## src/rtl/serial_receiver.sv

```systemverilog
// serial_receiver: asynchronous serial line receiver with a byte FIFO.
// RX is synchronized, framed by a one-hot FSM (start/data/stop plus break
// recovery) and each good byte is pushed into a DEPTH-entry FIFO that the
// host drains with rd_en. Default frame is 8N1.
// Optional feature: define SERIAL_RX_PARITY_EN for 8E1 frames with an even
// parity check (parity_error pulses and the byte is discarded on mismatch).
module serial_receiver #(
    parameter int CLK_IN = 0,
    parameter int BAUD   = 0,
    parameter int DEPTH  = 512
) (
    input  logic                     clk,
    input  logic                     srst,
    input  logic                     RX,
    input  logic                     rd_en,
    output logic [7:0]               dout,
    output logic                     valid,
    output logic                     empty,
    output logic [$clog2(DEPTH):0]   data_count,
    output logic                     overrun,
    output logic                     framing_error,
    output logic                     parity_error
);

    // Guard against the zero defaults so elaboration never divides by zero.
    localparam int          CNT_RAW   = (BAUD > 0) ? (CLK_IN / BAUD) : 4;
    localparam logic [15:0] COUNT     = 16'(CNT_RAW);
    localparam logic [15:0] BIT_LAST  = COUNT - 16'd1;
    localparam logic [15:0] HALF_LAST = (COUNT >> 1) - 16'd1;
    localparam int          AW        = $clog2(DEPTH);

    // One-hot state encoding.
    localparam logic [5:0] S_IDLE   = 6'b000001;
    localparam logic [5:0] S_START  = 6'b000010;
    localparam logic [5:0] S_DATA   = 6'b000100;
`ifdef SERIAL_RX_PARITY_EN
    localparam logic [5:0] S_PARITY = 6'b001000;
`endif
    localparam logic [5:0] S_STOP   = 6'b010000;
    localparam logic [5:0] S_BREAK  = 6'b100000;

    // Synchronizer and edge-detect history.
    logic rx_meta_q, rx_s_q, rx_prev_q;

    // Frame FSM state.
    logic [5:0]  state_q, state_d;
    logic [15:0] cnt_q, cnt_d;
    logic [2:0]  bit_pos_q, bit_pos_d;
    logic [7:0]  shift_q, shift_d;
    logic        fe_q, fe_d;
    logic        push;
`ifdef SERIAL_RX_PARITY_EN
    logic        pe_q, pe_d;
    logic        par_bad_q, par_bad_d;
`endif

    // FIFO state.
    logic [7:0]  mem_q [DEPTH];
    logic [AW-1:0] wr_ptr_q, wr_ptr_d;
    logic [AW-1:0] rd_ptr_q, rd_ptr_d;
    logic [AW:0]   count_q, count_d;
    logic [7:0]  dout_q, dout_d;
    logic        valid_q, valid_d;
    logic        overrun_q, overrun_d;
    logic        full, do_pop, do_push;

    // Two-flop synchronizer; idles high so reset never looks like a start bit.
    always_ff @(posedge clk) begin
        if (srst) begin
            rx_meta_q <= 1'b1;
            rx_s_q    <= 1'b1;
            rx_prev_q <= 1'b1;
        end else begin
            rx_meta_q <= RX;
            rx_s_q    <= rx_meta_q;
            rx_prev_q <= rx_s_q;
        end
    end

    // Frame FSM: bit timing, sampling, and push/error decisions.
    always_comb begin
        state_d   = state_q;
        cnt_d     = cnt_q;
        bit_pos_d = bit_pos_q;
        shift_d   = shift_q;
        fe_d      = 1'b0;
        push      = 1'b0;
`ifdef SERIAL_RX_PARITY_EN
        pe_d      = 1'b0;
        par_bad_d = par_bad_q;
`endif
        case (state_q)
            S_IDLE: begin
                if (rx_prev_q && !rx_s_q) begin
                    state_d   = S_START;
                    cnt_d     = 16'd0;
                    bit_pos_d = 3'd0;
`ifdef SERIAL_RX_PARITY_EN
                    par_bad_d = 1'b0;
`endif
                end
            end
            S_START: begin
                // Mid-start-bit check rejects short glitches on the line.
                if (cnt_q == HALF_LAST) begin
                    cnt_d   = 16'd0;
                    state_d = rx_s_q ? S_IDLE : S_DATA;
                end else begin
                    cnt_d = cnt_q + 16'd1;
                end
            end
            S_DATA: begin
                if (cnt_q == BIT_LAST) begin
                    cnt_d            = 16'd0;
                    shift_d[bit_pos_q] = rx_s_q;
                    if (bit_pos_q == 3'd7) begin
`ifdef SERIAL_RX_PARITY_EN
                        state_d = S_PARITY;
`else
                        state_d = S_STOP;
`endif
                    end else begin
                        bit_pos_d = bit_pos_q + 3'd1;
                    end
                end else begin
                    cnt_d = cnt_q + 16'd1;
                end
            end
`ifdef SERIAL_RX_PARITY_EN
            S_PARITY: begin
                // Even parity: parity bit equals XOR of the data bits.
                if (cnt_q == BIT_LAST) begin
                    cnt_d   = 16'd0;
                    state_d = S_STOP;
                    if (rx_s_q != (^shift_q)) begin
                        pe_d      = 1'b1;
                        par_bad_d = 1'b1;
                    end
                end else begin
                    cnt_d = cnt_q + 16'd1;
                end
            end
`endif
            S_STOP: begin
                if (cnt_q == BIT_LAST) begin
                    cnt_d = 16'd0;
                    if (rx_s_q) begin
                        state_d = S_IDLE;
`ifdef SERIAL_RX_PARITY_EN
                        push    = !par_bad_q;
`else
                        push    = 1'b1;
`endif
                    end else begin
                        state_d = S_BREAK;
                        fe_d    = 1'b1;
                    end
                end else begin
                    cnt_d = cnt_q + 16'd1;
                end
            end
            S_BREAK: begin
                // Wait out a held-low line before looking for a new start bit.
                if (rx_s_q) begin
                    state_d = S_IDLE;
                end
            end
            default: state_d = S_IDLE;
        endcase
    end

    // FSM registers.
    always_ff @(posedge clk) begin
        if (srst) begin
            state_q   <= S_IDLE;
            cnt_q     <= 16'd0;
            bit_pos_q <= 3'd0;
            shift_q   <= 8'd0;
            fe_q      <= 1'b0;
`ifdef SERIAL_RX_PARITY_EN
            pe_q      <= 1'b0;
            par_bad_q <= 1'b0;
`endif
        end else begin
            state_q   <= state_d;
            cnt_q     <= cnt_d;
            bit_pos_q <= bit_pos_d;
            shift_q   <= shift_d;
            fe_q      <= fe_d;
`ifdef SERIAL_RX_PARITY_EN
            pe_q      <= pe_d;
            par_bad_q <= par_bad_d;
`endif
        end
    end

    assign full    = (count_q == (AW+1)'(DEPTH));
    assign empty   = (count_q == '0);
    assign do_pop  = rd_en && !empty;
    // A pop in the same cycle frees the slot, so a full FIFO still accepts.
    assign do_push = push && (!full || do_pop);

    // FIFO pointer, count, read-port and overrun next-state.
    always_comb begin
        wr_ptr_d  = wr_ptr_q;
        rd_ptr_d  = rd_ptr_q;
        count_d   = count_q;
        dout_d    = dout_q;
        valid_d   = do_pop;
        overrun_d = overrun_q | (push && !do_push);
        if (do_push) begin
            wr_ptr_d = wr_ptr_q + 1'b1;
        end
        if (do_pop) begin
            rd_ptr_d = rd_ptr_q + 1'b1;
            dout_d   = mem_q[rd_ptr_q];
        end
        case ({do_push, do_pop})
            2'b10:   count_d = count_q + 1'b1;
            2'b01:   count_d = count_q - 1'b1;
            default: count_d = count_q;
        endcase
    end

    // FIFO control and read-port registers.
    always_ff @(posedge clk) begin
        if (srst) begin
            wr_ptr_q  <= '0;
            rd_ptr_q  <= '0;
            count_q   <= '0;
            dout_q    <= 8'd0;
            valid_q   <= 1'b0;
            overrun_q <= 1'b0;
        end else begin
            wr_ptr_q  <= wr_ptr_d;
            rd_ptr_q  <= rd_ptr_d;
            count_q   <= count_d;
            dout_q    <= dout_d;
            valid_q   <= valid_d;
            overrun_q <= overrun_d;
        end
    end

    // FIFO storage; contents need no reset since pointers define validity.
    always_ff @(posedge clk) begin
        if (do_push) begin
            mem_q[wr_ptr_q] <= shift_q;
        end
    end

    assign dout          = dout_q;
    assign valid         = valid_q;
    assign data_count    = count_q;
    assign overrun       = overrun_q;
    assign framing_error = fe_q;
`ifdef SERIAL_RX_PARITY_EN
    assign parity_error  = pe_q;
`else
    assign parity_error  = 1'b0;
`endif

endmodule

```

## config.mk

```make
export PLATFORM = sky130hd
export DESIGN_NAME = serial_receiver
export DESIGN_NICKNAME = d
export VERILOG_FILES = /design/src/rtl/serial_receiver.sv
export SDC_FILE = /design/constraint.sdc
export NUM_CORES = 2
export LEC_CHECK = 0
export CORE_MARGIN = 1
export CORE_UTILIZATION = 40
export CTS_BUF_LIST = sky130_fd_sc_hd__clkbuf_16
export CTS_CLUSTER_SIZE = 24
export DETAILED_ROUTE_END_ITERATION = 12
export PLACE_DENSITY_LB_ADDON = 0.12
export SYNTH_ARGS = -nofsm -noshare
export SYNTH_HDL_FRONTEND = slang
export SYNTH_SLANG_ARGS = --single-unit
```

## constraint.sdc

```tcl
create_clock -name clk -period 7.3 [get_ports clk]
set_input_delay 1.46 -clock clk [delete_from_list [all_inputs] [get_ports clk]]
set_output_delay 1.46 -clock clk [all_outputs]
set_load 0.03 [all_outputs]
```

==> impl_summary.txt <==
----------------------------------------------------
[Power]
  VDD IR max ... roughly 0.23 mV
  Total leakage power ... 57.2 nW
  Total power ... 57.3 mW
  Cell Pwr Density ... between 300 and 400 nW/um2

[Worst setup path]
  Crit-path cells ... inv_8, nor2_1, buf_4, a32oi_1, nand3_1, o211ai_1, nor4_1, o31ai_1, and4bb_1
  Critical path capture point type ... flip-flop
  Crit-path max cell delay ... approximately 1.3 ns
  Reg2Reg Depth ... 9
  Slowest stage cell on the critical path ... nor2_1
  Maximum fanout encountered on the critical timing path ... 42
  Worst setup path category ... flip-flop to flip-flop
  Launching element type of the critical path ... flip-flop
  Buffer and inverter count on the worst path ... 2
  Family with the most delay on the worst path ... simple AND/OR/NAND/NOR gates
  Required time of the worst setup path ... ~8.2 ns
  Signal arrival time at the worst endpoint ... between 6 and 7 ns
  Logic depth of the worst path, buffers included ... 9

[Floorplan]
  Effective utilization at floorplan ... between 40% and 50%
  Standard cell core area ... roughly 400000 um2
  Number of cell rows ... ~230
  Die height ... around 640 um
  Chip width ... 640 um
  I/O pin cnt ... 27
  Die Footprint ... 410000 um2

[Routing]
  Mean number of vias per cell ... about 6
  Wire length per cell after detailed routing ... roughly 37 um
  Drt initial violations ... 10500
  DRC violation count after routing ... 0
  Router iterations before antenna repair ... 5
  Overall via count from detail_route ... about 83000
  Sum of routed wire length over all layers ... slightly above 500 mm
  Count of antenna-violating nets left after detailed routing ... 0

[Finish]
  Fraction of layout cells with a size suffix above 1 ... roughly 23%
  Net count of the finished layout ... 8039
  Most frequent cells in the layout ... edfxtp_1, mux4_2, nor2_1
  Leading cell type in the layout, fill and taps excluded ... edfxtp_1
  Post-Layout Cell Count ... between 10000 and 15000
  Layout overhead on the synthesized area ... 12.9%
  Final Cell Area ... approximately 180000 um2

[Global routing]
  Maximum number of pins on one net before global-route repair ... 159
  First-pass GRT wire length ... 702 mm
  Overall Global Routing Usage ... between 20% and 30%
  Via count of the first global-routing pass ... approximately 83000
  Remaining global-route overflow ... 0
  Antenna violations before repair ... 39

[Synthesis]
  Synth Warn # ... 0
  Synth Instances ... a little under 8000
  Post-synthesis async set-or-reset flop share ... 0%
  Synthesized net count ... approximately 7800
  Share of the yosys chip area belonging to registers ... about three quarters
  Synth Register Bits ... 4170
  Top_reg_cell synth ... edfxtp_1
  Dominant cell type by area after synthesis ... edfxtp_1
  Synth cell types ... 83
  Syn Std Cell Area ... about 160000 um2
  Share of Yosys cell area claimed by the top area cell type ... between 70 and 80%
  Largest cells by area after synthesis ... edfxtp_1, mux4_2, mux2i_1
  Number of enable-type register cells in the synthesized netlist ... a little over 4000
  Mapped Avg Cell Area ... ~21 um2

[Clock network]
  Clock latency on the worst-skew pair ... 1.00 ns
  Buffer depth of the longest clock path ... 4
  H-Tree Level Count ... 5
  Number of setup buffers added after CTS ... 0
  Post-CTS clock slew at the launch and capture registers of the worst setup and hold paths ... around 0.060 ns
  CTS Root Cell ... clkbuf_16
  Resized Gates After CTS ... 0
  CTS tree ... built
  Number of buffers added by the clock tree synthesis step ... between 400 and 500
  Post-cts hold buffer count ... 0
  Clk sink count ... 4170

[STA]
  Number of setup violations in the final report ... 0
  Number of max-slew violations in the final report ... 0
  Slew HR ... under 10%
  Final hold vios ... 0
  Achievable frequency ... 189 MHz
  Worst Tran Pin Value ... about 1.5 ns
  Setup clock skew after layout ... around 0.060 ns
  Final min period ... about 5.3 ns
  Share of the clock period used by the worst path ... around 73%
  Unrepaired setup endpoints after global routing ... no

[Min path]
  Worst hold path class ... flip-flop to flip-flop
  Cell count of the worst hold path ... 1

[Place]
  Routability cong. ... ~0.9
  Placed insts ... about 13000
  Post-detailed-placement half-perimeter wirelength ... around 300 mm
  Cell Area, Placed ... 170000 um2
  Count of buffers inserted at the top-level ports ... 25

[Run]
  MaxCap Viol Count ... 0

[Run status]
  Result of the run ... complete, no violations

----------------------------------------------------
## layout make-up
type                       count  area (um2)
antenna                        9        22.5
clock buffer                 443       11100
clock inverter               372        3250
fill                       34200      222000
inverter                      18        85.1
multi-input combinational   3131       35700
sequential                  4170      125000
tap                         5428        6790
timing repair buffer         257        2470
## worst paths after layout
path,start,end,slack (ns)
max,rd_ptr_q[2],dout[5],2.01
min,rx_meta_q,rx_s_q,0.41
max reg2reg,rd_ptr_q[2],dout[5],2.01
min reg2reg,rx_meta_q,rx_s_q,0.41
## per-stage QoR
| stage | utilization (%) | setup TNS (ns) | worst slack [ns] | hold WS, ns |
|---|---|---|---|---|
| finish | 45.3 | 0 | 2.01 | 0.408 |
| global route | 45.3 | 0 | 2.09 | 0.422 |
| CTS | 45.3 | 0 | 2.16 | 0.410 |
| detailed placement | 41.8 | 0 | 1.52 | 0.395 |
| global placement | 41.8 | 0 | 1.59 | 0.403 |
| floorplan | - | -1479.37 | -0.722 | 0.389 |
## worst register-to-register path, delay by kind of cell (launching register included)
| kind | cells | cell delay (ns) |
|---|---|---|
| flip-flops | 1 | 1.05 |
| AO/OA/AOI/OAI | 3 | 0.52 |
| AND/OR/NAND/NOR | 4 | 2.80 |
| buffers and inverters | 2 | 0.81 |
## report_power, final
group | leakage [nW] | internal [mW] | switching [mW] | total [mW]
logic | 11.3 | 4.02 | 4.80 | 8.82
registers | 38.5 | 25.9 | 0.192 | 26.1
clock network | 7.28 | 12.9 | 9.53 | 22.4
total | 57.2 | 42.8 | 14.5 | 57.3
## routing by layer
layer	GRT usage, %	routed length (um)
met5	0	50
met1	35.1	215000
met2	38.3	236000
met4	7.97	17800
met3	4.78	40400
## flip-flops by register name, summed over array words and instances (netlist names)
name and cells:
shift_q 8, bit_pos_q 3, wr_ptr_q 9, valid 1, mem_q 4096, rx_meta_q 1
framing_error 1, rx_prev_q 1, rx_s_q 1, overrun 1, data_count 10, cnt_q 16
dout 8, state_q 5, rd_ptr_q 9
## synthesized netlist by cell type, drive strengths merged (38+ instances only)
library cell	n
edfxtp	4096
mux4	991
nor2	659
mux2i	332
buf	283
nand2	222
clkbuf	195
a21oi	141
o21ai	86
dfxtp	74
a221oi	72
a22oi	66
nand3	65
o22ai	49
o221ai	45
nor3	38
## kinds of logic (layout without fill, tap and decap cells)
family | Yosys count | count (layout) | synth area share, %
other cells | 1 | 10 | 0.00230
buf+inv | 496 | 1090 | 1.85
flops | 4170 | 4170 | 76.4
xor+xnor | 30 | 30 | 0.161
mux | 1340 | 1340 | 15.9
compound gates | 631 | 631 | 2.68
fa+ha+maj | 18 | 18 | 0.143
simple gates | 1111 | 1111 | 2.88
No activity file was read; power rests on OpenSTA's default activity.
